### config.mk
export PLATFORM = sky130hd
export DESIGN_NAME = encoder_8to3_scan
export DESIGN_NICKNAME = d
export VERILOG_FILES = /design/src/rtl/encoder_8to3_scan.sv
export SDC_FILE = /design/constraint.sdc
export NUM_CORES = 1
export LEC_CHECK = 0
export CORE_MARGIN = 5
export CORE_UTILIZATION = 50
export DETAILED_ROUTE_END_ITERATION = 12
export HOLD_SLACK_MARGIN = 0.12
export PLACE_DENSITY = 0.89
export SLEW_MARGIN = 25
export SYNTH_ARGS = -nofsm -noshare
export SYNTH_HDL_FRONTEND = slang
export SYNTH_SLANG_ARGS = --single-unit
### constraint.sdc
create_clock -name clk -period 5.7 [get_ports clk]
set_clock_uncertainty 0.05 [all_clocks]
set_input_delay 1.14 -clock clk [delete_from_list [all_inputs] [get_ports clk]]
set_output_delay 1.14 -clock clk [all_outputs]
set_load 0.02 [all_outputs]
### src/rtl/encoder_8to3_scan.sv
// rtl/encoder_8to3_scan.sv - sequential 8-to-3 encoder emitting one index per set bit
module encoder_8to3_scan #(
    parameter bit LSB_FIRST = 1'b1
) (
    input  logic       clk,
    input  logic       rst_n,
    input  logic [7:0] din,
    input  logic       din_valid,
    output logic       din_ready,
    output logic [2:0] dout,
    output logic       dout_valid,
    input  logic       dout_ready,
    output logic       dout_last,
    output logic       busy,
    output logic       zero_err
);

    typedef enum logic {
        S_IDLE = 1'b0,
        S_EMIT = 1'b1
    } state_t;

    state_t     state_q, state_d;
    logic [7:0] pending_q, pending_d;
    logic [2:0] dout_q, dout_d;
    logic       dout_valid_q, dout_valid_d;
    logic       dout_last_q, dout_last_d;
    logic       zero_err_q, zero_err_d;

    // Index of the bit emitted next: lowest set bit or highest set bit.
    function automatic logic [2:0] pick_index(input logic [7:0] vec);
        logic [2:0] idx;
        idx = 3'd0;
        if (LSB_FIRST) begin
            for (int i = 7; i >= 0; i--) begin
                if (vec[i]) idx = i[2:0];
            end
        end else begin
            for (int i = 0; i < 8; i++) begin
                if (vec[i]) idx = i[2:0];
            end
        end
        return idx;
    endfunction

    // True when exactly one bit of vec is set.
    function automatic logic is_single(input logic [7:0] vec);
        return (vec != 8'h00) && ((vec & (vec - 8'd1)) == 8'h00);
    endfunction

    // Next state, next pending set and the output values they imply.
    always_comb begin
        state_d    = state_q;
        pending_d  = pending_q;
        zero_err_d = 1'b0;
        case (state_q)
            S_IDLE: begin
                if (din_valid) begin
                    if (din != 8'h00) begin
                        pending_d = din;
                        state_d   = S_EMIT;
                    end else begin
                        zero_err_d = 1'b1;
                    end
                end
            end
            S_EMIT: begin
                if (dout_ready) begin
                    pending_d = pending_q & ~(8'b1 << dout_q);
                    if (dout_last_q) state_d = S_IDLE;
                end
            end
            default: begin
                state_d   = S_IDLE;
                pending_d = 8'h00;
            end
        endcase
        dout_valid_d = (state_d == S_EMIT);
        dout_d       = dout_valid_d ? pick_index(pending_d) : 3'd0;
        dout_last_d  = dout_valid_d && is_single(pending_d);
    end

    // State, pending set and registered outputs.
    always_ff @(posedge clk or negedge rst_n) begin
        if (!rst_n) begin
            state_q      <= S_IDLE;
            pending_q    <= 8'h00;
            dout_q       <= 3'd0;
            dout_valid_q <= 1'b0;
            dout_last_q  <= 1'b0;
            zero_err_q   <= 1'b0;
        end else begin
            state_q      <= state_d;
            pending_q    <= pending_d;
            dout_q       <= dout_d;
            dout_valid_q <= dout_valid_d;
            dout_last_q  <= dout_last_d;
            zero_err_q   <= zero_err_d;
        end
    end

    assign din_ready  = (state_q == S_IDLE);
    assign busy       = (state_q == S_EMIT);
    assign dout       = dout_q;
    assign dout_valid = dout_valid_q;
    assign dout_last  = dout_last_q;
    assign zero_err   = zero_err_q;

endmodule

---- After elaboration in Yosys (flattened, before gate mapping) ----
Index checks and enable logic that the tools add are counted.
cells by class
  add/subtract/negate cells ............... 1
  shift operators ......................... 1
  muxes and demuxes ....................... 21
  bitwise gates (word level) .............. 4
  reduce and logical (&&, ||, !) cells .... 5
operators by type and width
  cell                   count
  $mux W3                9
  $mux W8                3
  $and A8 B8 Y8          2
  $pmux W8 S2            1
  $reduce_bool A8 Y1     2
  $logic_not A8 Y1       1
  $not A8 Y8             1
  $shl A1 B3 Y8 const A  1
  $sub A8 B1 Y8 const B  1
  $mux W1                7
  $logic_and A1 B1 Y1    2
  $pmux W1 S2            1
  $not A1 Y1             1
word-level totals
  bits in registers ....................... 14
  input bits .............................. 12
  output and inout bits ................... 8

---- Depth between registers and ports, before layout ----
Gate-level depths: netlist (run 1).
  word-level depth ........................ 14
  mapped depth ............................ 7
  mapped depth without buffers ............ 7

---- Worst setup path before layout (run 1) ----
OpenSTA, ideal clock, no wires.
  path type ............................... input to register
  start point ............................. input din[1]
  end point ............................... register dout_q[1], in the netlist dout[1]
  arrival ................................. 2424 ps
  path slack .............................. 3115 ps
  stages .................................. 6
  path buffers ............................ 0
  cell sequence ........................... nor4_4 -> a21oi_4 -> o21a_2 -> inv_4 -> o21ai_1 -> a2111oi_2
RTL lines
  element                 line  source
  start, declared         7     input logic [7:0] din,
  $reduce_bool A8 Y1      59    if (din != 8'h00) begin
  $mux W8                 59
  $mux W8                 58    if (din_valid) begin
  $pmux W8 S2             56    case (state_q)
  named net pending_d[6]  24    logic [7:0] pending_q, pending_d;
  $mux W3 (7 in series)   36    if (vec[i]) idx = i[2:0];
  $mux W3                 79    dout_d = dout_valid_d ? pick_index(pending_d) : 3'd0;
  named net dout_d[1]     25    logic [2:0] dout_q, dout_d;
  end signal, assigned    95    dout_q <= dout_d;
  end, declared           25
The timed path passes the listed nets, and every way through them passes these cells.

---- Final worst setup path (run 1) ----
  start point ............................. input din_valid
  end point ............................... register dout_last_q, in the netlist dout_last
between the ends
  longest elaborated chain between the ends .. 7
RTL lines
  element                  line  source
  start, declared          8     input logic din_valid,
  $mux W8 (*)              58
  $pmux W8 S2 (*)          56
  named net pending_d[4]   24
  $sub A8 B1 Y8            48    return (vec != 8'h00) && ((vec & (vec - 8'd1)) == 8'h00);
  $and A8 B8 Y8            48
  $logic_not A8 Y1         48
  $logic_and A1 B1 Y1 (*)  48
  $logic_and A1 B1 Y1 (*)  80    dout_last_d = dout_valid_d && is_single(pending_d);
  named net dout_last_d    27    logic dout_last_q, dout_last_d;
  end signal, assigned     97    dout_last_q <= dout_last_d;
  end, declared            27
The timed path passes the listed nets; every way through them passes the cells marked *.

==> results of run 1 <==
## worst register-to-register path: stages (launching register included)
cell and delay, ns:
dfrtp_1 0.48, nand2b_4 0.22, a21oi_4 0.30, o21a_2 0.23, inv_2 0.06, nor4_1 0.37, mux2i_1 0.12, a21oi_1 0.15
## report_power, final
part	internal (mW)	total, mW	switching, mW
logic	0.142	0.327	0.185
registers	0.139	0.165	0.0260
clock network	0.0245	0.0541	0.0297
## logic make-up after synthesis
kind of cell	count (synthesis)	share of synthesized area
buf+inv	5	0.0281
simple gates	37	0.287
flops	14	0.393
mux	2	0.0225
compound gates	29	0.270
## state kept, by name (all words and copies together) (netlist names)
signal / count
dout_valid: 1
pending_q: 8
dout: 3
dout_last: 1
zero_err: 1
## worst paths after layout
check                           cells after the start                    from  slack (ns)                      to
max in group asynchronous                           1                   rst_n        4.01       dout[0]$_DFF_PN0_
worst max register to register                      7    dout_valid$_DFF_PN0_        3.65     dout_last$_DFF_PN0_
worst max-delay path                                8               din_valid        2.71     dout_last$_DFF_PN0_
worst min-delay path                                2  pending_q[3]$_DFF_PN0_        0.60  pending_q[3]$_DFF_PN0_
worst min register to register                      2  pending_q[3]$_DFF_PN0_        0.60  pending_q[3]$_DFF_PN0_
min in group asynchronous                           1                   rst_n        1.20  pending_q[5]$_DFF_PN0_
## Yosys cell counts (3+ instances only)
cell       n  area (um^2)
a21oi_1    7         35.0
nand2_1    7         26.3
nor2_1    10         37.5
a211oi_1   5         37.5
dfrtp_1   14          350
o21ai_0    3         15.0
nor3_1     3         15.0
## per-layer routing
metal / vias up / part of all wire / wire [um] / track usage
met5: - / 0 / 0 / 0
met4: 0 / 0.013 / 26 / 0.0766
met3: 2 / 0.075 / 153 / 0.0427
met2: 24 / 0.49 / 1010 / 0.274
met1: 352 / 0.42 / 861 / 0.220
li1: 369 / - / - / -
## cell type report
cell class	count	area (um^2)	area share
inverter	4	17.5	0.0155
sequential	14	350	0.311
timing repair buffer	19	190	0.169
tap	25	31.3	0.0277
clock buffer	3	22.5	0.0200
multi-input combinational	68	515	0.457
## stage by stage
stage | utilization | total power, mW | cell area, um^2
after floorplan | - | 0.401 | 891
after global placement | 0.647 | 0.485 | 1100
after detailed placement | 0.647 | 0.495 | 1100
after CTS | 0.660 | 0.551 | 1130
after global routing | 0.660 | 0.588 | 1130
final | 0.660 | 0.546 | 1130
==> results.tsv, run 1 <==
stage	metric	value	unit
cells_and_area	layout_commonest_cell	clkdlybuf4s50_1	
synthesis	yosysUniqueCellTypes	38	
detailed_routing	route.detailed.drc	0	
min_path	hp-class	flop to flop	
clock_tree	cts_setup_buffers	0	
cells_and_area	drive_above_1_share	0.204	
critical_path	path_max_fanout	7	
clock_tree	cts_sinks	14	
critical_path	critPathTopFamily	buffers and inverters	
placement	place_hpwl	1670	um
cells_and_area	syn2layout_area_growth	26.5	%
global_route	antenna_found_initial	0	
pwr	power.density	484	nW/um^2
critical_path	crit_buf_inv	2	
synthesis	dominantRegCellSynth	dfrtp_1	
pwr	vdd_drop_max	253	uV
critical_path	cp_slowest_stage_delay	0.65	ns
timing	finalHoldViolCount	0	
synthesis	synth.net_count	99	
detailed_routing	drt_wl_total	2050	um
clock_tree	cts_tree	done	
cells_and_area	final_nets	122	
detailed_routing	first_iter_violations	15	
timing	tightestPinTransition	0.614	ns
die	core	1710	um^2
clock_tree	clkLatencyLatePin	0.27	ns
detailed_routing	vias	747	
global_route	grt.total_usage	0.172	
critical_path	critPathArrivalTime	3.14	ns
synthesis	synth_edf_count	0	
clock_tree	cts_resized	0	
global_route	grt_overflow	0	
synthesis	yosys_warnings	0	
detailed_routing	drtAntennaViolNets	0	
clock_tree	clk_pin_slew_worst_paths	0.08	ns
clock_tree	cts_root_buf	clkbuf_4	
detailed_routing	dr.pass1.iters	4	
global_route	grt_pass1_vias	707	
placement	dpl.cell_count	130	
clock_tree	clockBufferDepth	2	
synthesis	synthArstFlopShare	1.00	
die	die_area	2730	um^2
global_route	grt_max_degree	15	
clock_tree	cts_made_buffers	3	
placement	io_buffer_count	19	
timing	report.final.slew_viol_count	0	
critical_path	cp_slowest_cell	clkdlybuf4s50_1	
synthesis	avgSynthCellArea	10.2	um^2
critical_path	end_kind	flop	
cells_and_area	final_cell_mix	clkdlybuf4s50_1 (19), dfrtp_1 (14), nor2_1 (10)	
die	io_pins	20	
die	die_w	52.2	um
synthesis	mappedNetlistArea	891	um^2
die	die_h	52.2	um
flow_run	cap_violations	0	
status	outcome	finished clean	
clock_tree	cts_max_level	1	
placement	gp_congestion	0.817	
timing	worst_slack	2.71	ns
clock_tree	holdBufCountCts	0	
timing	grt_setup_unrepaired	false	
timing	fin_tns_setup	0	ns
global_route	grt_pass1_wl	3370	um
timing	hold_ws	0.600	ns
synthesis	syn_inst	87	
timing	slew_headroom	0.589	
detailed_routing	wl_per_cell	15.4	um
timing	fmax	0.335	GHz
pwr	p_leak	0.437	nW
critical_path	cp_cell_sequence	clkdlybuf4s50_1 > nand2b_4 > a21oi_4 > o21a_2 > inv_2 > nor4_1 > mux2i_1 > a21oi_1	
critical_path	startpoint_type	input port	
timing	setup_viol	0	
critical_path	critPathKind	input port to flop	
die	start_util	0.522	
cells_and_area	n_fill_cell	140	
timing	period_share	0.524	
placement	dp_slack	2.43	ns
die	rows	15	
synthesis	synth-seq-cells	14	
synthesis	yosysSeqAreaShare	0.393	
critical_path	cp_data_required_time	5.86	ns
detailed_routing	viasPerCell	5.62	
timing	finalCriticalPeriod	2.99	ns
cells_and_area	instances_no_fill	133	
cells_and_area	antenna_cells	0	
Note: power is estimated with default switching activity, not from simulation.
==> run 2, diff against run 1 <==
--- a/config.mk
+++ b/config.mk
@@ -6,10 +6,10 @@
 export NUM_CORES = 1
 export LEC_CHECK = 0
 export CORE_MARGIN = 5
-export CORE_UTILIZATION = 50
+export CORE_UTILIZATION = 44
 export DETAILED_ROUTE_END_ITERATION = 12
 export HOLD_SLACK_MARGIN = 0.12
-export PLACE_DENSITY = 0.89
+export PLACE_DENSITY = 0.84
 export SLEW_MARGIN = 25
 export SYNTH_ARGS = -nofsm -noshare
 export SYNTH_HDL_FRONTEND = slang
==> constraint.sdc (replaced) <==
create_clock -name clk -period 2.7 [get_ports clk]
set_clock_uncertainty 0.05 [all_clocks]
set_input_delay 0.54 -clock clk [delete_from_list [all_inputs] [get_ports clk]]
set_output_delay 0.54 -clock clk [all_outputs]
set_load 0.02 [all_outputs]
==> run 2 against run 1 <==
Against the previous run: register-to-register slack got worse by 3.1 ns; clock power rose by 120%; core utilization fell by 6.7 points; setup slack got worse by 2.4 ns; highest routed layer unchanged; global-route usage fell by 0.72 points; via count rose by 4.0%.
==> results.tsv, run 2 (synthesized netlist as in run 1, its figures left out) <==
stage	metric	value	unit	change
detailed_routing	wl_per_cell	15.7	um	was 15.4 um
pwr	switching_share	0.448		was 0.442
pwr	power.share.clock	0.101		was 0.099
clock_tree	cts_setup_buffers	0		unchanged
timing	grt_setup_unrepaired	false		unchanged
clock_tree	cts_max_level	1		unchanged
die	start_util	0.459		was 0.522
detailed_routing	dr.pass1.iters	4		unchanged
critical_path	critPathKind	input port to flop		unchanged
flow_run	cap_violations	0		unchanged
timing	finalHoldViolCount	0		unchanged
cells_and_area	fin_util	0.593		was 0.660
placement	dp_slack	0.0318	ns	was 2.43 ns
critical_path	startpoint_type	input port		unchanged
global_route	grt.total_usage	0.165		was 0.172
detailed_routing	route.detailed.drc	0		unchanged
detailed_routing	first_iter_violations	8		was 15
die	die_area	3020	um^2	was 2730 um^2
die	core	1940	um^2	was 1710 um^2
cells_and_area	final_design_area_no_fill	1150	um^2	was 1130 um^2
clock_tree	cts_sinks	14		unchanged
detailed_routing	drt_wl_total	2170	um	was 2050 um
cells_and_area	n_fill_cell	175		was 140
die	rows	16		was 15
pwr	power.density	1040	nW/um^2	was 484 nW/um^2
cells_and_area	instances_no_fill	138		was 133
status	outcome	finished clean		unchanged
pwr	p_leak	0.452	nW	was 0.437 nW
global_route	grt_overflow	0		unchanged
clock_tree	cts_made_buffers	3		unchanged
timing	tightestPinTransition	0.634	ns	was 0.614 ns
critical_path	startpoint	dout_ready		was din_valid
timing	fin_tns_setup	0	ns	unchanged
timing	period_share	0.877		
timing	report.final.slew_viol_count	0		unchanged
critical_path	end_kind	flop		unchanged
placement	place_hpwl	1760	um	was 1670 um
placement	gp_congestion	0.862		was 0.817
clock_tree	cts_tree	done		unchanged
clock_tree	clkLatencyLatePin	0.29	ns	was 0.27 ns
cells_and_area	antenna_cells	0		unchanged
pwr	vdd_drop_max	677	uV	was 253 uV
pwr	power	1.20	mW	was 546 uW
clock_tree	cts_root_buf	clkbuf_4		unchanged
clock_tree	holdBufCountCts	0		unchanged
die	io_pins	20		unchanged
cells_and_area	layout_commonest_cell	clkdlybuf4s50_1		unchanged
timing	hold_ws	0.588	ns	was 0.600 ns
global_route	grt_max_degree	15		unchanged
pwr	combPwrFrac	0.606		was 0.599
cells_and_area	final_nets	125		was 122
cells_and_area	final_cell_mix	clkdlybuf4s50_1 (19), dfrtp_1 (14), nor2_1 (10)		unchanged
placement	io_buffer_count	19		unchanged
placement	dpl_cell_area	1130	um^2	was 1100 um^2
timing	setup_viol	0		unchanged
clock_tree	clk_pin_slew_worst_paths	0.08	ns	about the same
pwr	intPower	661	uW	was 305 uW
cells_and_area	largest_reg_flops	8		unchanged
pwr	seqPwrFrac	0.294		was 0.302
timing	finalCriticalPeriod	2.37	ns	
cells_and_area	drive_above_1_share	0.225		was 0.204
critical_path	path_max_fanout	6		was 7
die	die_w	55.0	um	was 52.2 um
cells_and_area	syn2layout_area_growth	29.4	%	was 26.5%
min_path	hp-class	input port to asynchronous set/reset pin		was flop to flop
critical_path	critPathArrivalTime	2.49	ns	was 3.14 ns
pwr	switchingPower	536	uW	was 241 uW
clock_tree	clockBufferDepth	2		unchanged
clock_tree	cts_resized	0		unchanged
die	die_h	55.0	um	was 52.2 um
cells_and_area	regMostFlops	pending_q		unchanged
critical_path	r2r-start	dout_valid$_DFF_PN0_		unchanged
timing	fmax	0.422	GHz	
critical_path	cp_data_required_time	2.83	ns	was 5.86 ns
detailed_routing	viasPerCell	5.63		was 5.62
global_route	antenna_found_initial	0		unchanged
detailed_routing	drtAntennaViolNets	0		unchanged
detailed_routing	vias	777		was 747
timing	worst_slack	0.332	ns	was 2.71 ns
global_route	grt_pass1_wl	3450	um	was 3370 um
placement	dpl.cell_count	135		was 130
timing	slew_headroom	0.576		was 0.589
global_route	grt_pass1_vias	737		was 707
-- run 2: cell types whose count changed in the layout (fill, tap and decap cells not counted), sizes merged --
cell | previous run | this run
buf | 0 | 3
-- run 2: critical path, stage by stage --
cell and delay, ns:
clkdlybuf4s50_1 0.52, nand3b_1 0.16, nor3_1 0.30, nor3_2 0.08, buf_4 0.17, nor4_2 0.36, mux2i_1 0.27, a21oi_1 0.09
-- run 2: worst paths after layout --
| path | to | slack, ns | depth (start not counted) |
|---|---|---|---|
| min reg2reg | pending_q[3]$_DFF_PN0_ | 0.64 | 2 |
| max in group asynchronous | dout[2]$_DFF_PN0_ | 1.60 | 1 |
| max | dout_last$_DFF_PN0_ | 0.33 | 8 |
| min | pending_q[0]$_DFF_PN0_ | 0.59 | 1 |
| min in group clk | pending_q[3]$_DFF_PN0_ | 0.64 | 2 |
| max reg2reg | dout_last$_DFF_PN0_ | 0.54 | 7 |
-- run 2: power by group through the flow --
stage | sequential [mW] | combinational [mW] | clock [mW]
after floorplan | 0.367 | 0.480 | 0
after global placement | 0.348 | 0.698 | 0
after detailed placement | 0.354 | 0.724 | 0
after CTS | 0.350 | 0.725 | 0.124
after global routing | 0.361 | 0.786 | 0.132
final | 0.351 | 0.725 | 0.120
-- run 2: cell type report --
type / count / area, um^2 / area share
multi-input combinational: 68 / 515 / 0.447
sequential: 14 / 350 / 0.304
timing repair buffer: 22 / 213 / 0.185
tap: 27 / 33.8 / 0.0293
clock buffer: 3 / 22.5 / 0.0195
inverter: 4 / 17.5 / 0.0152
-- run 2: layer usage --
layer,track usage,vias up,share of wire
met5,0,-,0
met4,0.0607,0,0.016
met3,0.0349,2,0.046
met2,0.276,18,0.50
met1,0.208,384,0.43
li1,-,373,-
==> run 3, diff against run 2 <==
--- a/config.mk
+++ b/config.mk
@@ -5,7 +5,6 @@
 export SDC_FILE = /design/constraint.sdc
 export NUM_CORES = 1
 export LEC_CHECK = 0
-export CORE_MARGIN = 5
 export CORE_UTILIZATION = 44
 export DETAILED_ROUTE_END_ITERATION = 12
 export HOLD_SLACK_MARGIN = 0.12
==> run 3 against run 2 <==
Against the previous run: clock-buffer cell count rose by 1; cell count is 0.72% higher; largest power group unchanged; via count grew 1.4%; worst hold slack about the same; clock power up 26%; highest routed layer unchanged; setup slack worse by 0.023 ns; first-iteration DRC count rose to 3.9 times the previous value; sequential share of layout area is 0.68 points lower; combinational power rose by 3.2%; wire length fell by 2.0%; maximum frequency down 0.95%.
==> results.tsv, run 3 (synthesized netlist as in run 1, its figures left out) <==
stage	metric	value	unit	change
global_route	grt_max_degree	15		unchanged
die	rows	15		was 16
timing	tightestPinTransition	0.619	ns	was 0.634 ns
cells_and_area	fin_util	0.654		was 0.593
clock_tree	cts_max_level	1		unchanged
clock_tree	cts_made_buffers	3		unchanged
detailed_routing	dr.pass1.iters	4		unchanged
cells_and_area	area.sequential	350	um^2	unchanged
timing	hold_ws	0.588	ns	about the same
cells_and_area	final_cell_mix	clkdlybuf4s50_1 (19), dfrtp_1 (14), nor2_1 (10)		unchanged
cells_and_area	largest_reg_flops	8		unchanged
pwr	seqPwrFrac	0.280		was 0.294
detailed_routing	route.detailed.drc	0		unchanged
timing	fin_tns_setup	0	ns	unchanged
placement	dpl_cell_area	1140	um^2	was 1130 um^2
cells_and_area	final_nets	127		was 125
detailed_routing	viasPerCell	5.67		was 5.63
critical_path	critPathArrivalTime	2.50	ns	was 2.49 ns
clock_tree	cts_setup_buffers	0		unchanged
cells_and_area	instances_no_fill	139		was 138
global_route	grt_overflow	0		unchanged
clock_tree	cts_sinks	14		unchanged
placement	dpl.cell_count	135		unchanged
global_route	grt_pass1_vias	684		was 737
clock_tree	clk_pin_slew_worst_paths	0.09	ns	was 0.08 ns
critical_path	critPathKind	input port to flop		unchanged
timing	finalCriticalPeriod	2.39	ns	was 2.37 ns
pwr	switchingPower	538	uW	was 536 uW
pwr	power	1.25	mW	was 1.20 mW
critical_path	r2r-start	dout_valid$_DFF_PN0_		unchanged
critical_path	path_max_fanout	7		was 6
die	start_util	0.494		was 0.459
placement	dp_slack	0.0314	ns	was 0.0318 ns
pwr	power.share.clock	0.121		was 0.101
timing	finalHoldViolCount	0		unchanged
timing	worst_slack	0.310	ns	was 0.332 ns
critical_path	startpoint_type	input port		unchanged
die	die_area	2210	um^2	was 3020 um^2
detailed_routing	vias	788		was 777
detailed_routing	drt_wl_total	2130	um	was 2170 um
cells_and_area	drive_above_1_share	0.246		was 0.225
pwr	intPower	711	uW	was 661 uW
cells_and_area	regMostFlops	pending_q		unchanged
die	die_h	47.0	um	was 55.0 um
cells_and_area	syn2layout_area_growth	32.3	%	was 29.4%
cells_and_area	antenna_cells	0		unchanged
detailed_routing	drtAntennaViolNets	0		unchanged
clock_tree	clkLatencyLatePin	0.28	ns	was 0.29 ns
cells_and_area	n_fill_cell	153		was 175
clock_tree	cts_tree	done		unchanged
timing	report.final.slew_viol_count	0		unchanged
global_route	antenna_found_initial	0		unchanged
flow_run	cap_violations	0		unchanged
die	core	1800	um^2	was 1940 um^2
detailed_routing	wl_per_cell	15.3	um	was 15.7 um
pwr	p_leak	0.469	nW	was 0.452 nW
status	outcome	finished clean		unchanged
critical_path	reg2reg_depth	6		was 7
clock_tree	cts_root_buf	clkbuf_4		unchanged
timing	grt_setup_unrepaired	false		unchanged
cells_and_area	final_design_area_no_fill	1180	um^2	was 1150 um^2
clock_tree	holdBufCountCts	0		unchanged
cells_and_area	multi_input_area	515	um^2	unchanged
placement	gp_congestion	0.806		was 0.862
clock_tree	clockBufferDepth	2		unchanged
pwr	combPwrFrac	0.599		was 0.606
global_route	grt_pass1_wl	3280	um	was 3450 um
min_path	hp-class	input port to asynchronous set/reset pin		unchanged
cells_and_area	layout_commonest_cell	clkdlybuf4s50_1		unchanged
pwr	switching_share	0.431		was 0.448
critical_path	startpoint	din[6]		was dout_ready
timing	period_share	0.885		was 0.877
placement	place_hpwl	1670	um	was 1760 um
pwr	power.density	1060	nW/um^2	was 1040 nW/um^2
critical_path	end_kind	flop		unchanged
global_route	grt.total_usage	0.219		was 0.165
die	die_w	47.0	um	was 55.0 um
detailed_routing	first_iter_violations	31		was 8
critical_path	cp_data_required_time	2.81	ns	was 2.83 ns
die	io_pins	20		unchanged
timing	setup_viol	0		unchanged
clock_tree	cts_resized	0		unchanged
timing	fmax	0.418	GHz	was 0.422 GHz
placement	io_buffer_count	19		unchanged
pwr	vdd_drop_max	556	uV	was 677 uV
timing	slew_headroom	0.586		was 0.576
==> run 3: changes by cell type in the layout (fill, tap and decap cells not counted), sizes merged <==
cell / before / now
buf: 3 / 5
clkbuf: 3 / 4
==> run 3: worst max-delay path: stages <==
cell	delay (ns)
clkdlybuf4s50_1	0.50
nor4_4	0.45
a21oi_4	0.18
a211oi_4	0.44
a211oi_1	0.12
o21ai_0	0.20
a21oi_1	0.06
==> run 3: per-layer routing <==
metal	global-route usage	wire [um]	vias up	share of wire
li1	-	-	381	-
met1	0.306	930	371	0.44
met2	0.344	1060	34	0.50
met3	0.0269	122	2	0.057
met4	0.0857	19	0	0.0089
met5	0	0	-	0
==> run 3: area by class of cell <==
class,instances,share of cell area
sequential,14,0.297
clock buffer,4,0.0308
multi-input combinational,68,0.437
tap,25,0.0265
inverter,4,0.0149
timing repair buffer,24,0.193
==> run 3: power by group through the flow <==
stage               sequential [mW]  clock [mW]  combinational (mW)
floorplan                     0.367           0               0.480
global placement              0.348           0               0.724
detailed placement            0.353           0               0.746
CTS                           0.349       0.156               0.748
global route                  0.358       0.166               0.810
finish                        0.349       0.151               0.748
==> run 3: worst paths after layout <==
| check | slack (ns) | to |
|---|---|---|
| hold reg to reg | 0.63 | pending_q[3]$_DFF_PN0_ |
| max in group asynchronous | 1.60 | dout_valid$_DFF_PN0_ |
| min in group clk | 0.63 | pending_q[3]$_DFF_PN0_ |
| hold / removal | 0.59 | dout[0]$_DFF_PN0_ |
| setup reg to reg | 0.66 | dout_last$_DFF_PN0_ |
| setup / recovery | 0.31 | dout_last$_DFF_PN0_ |
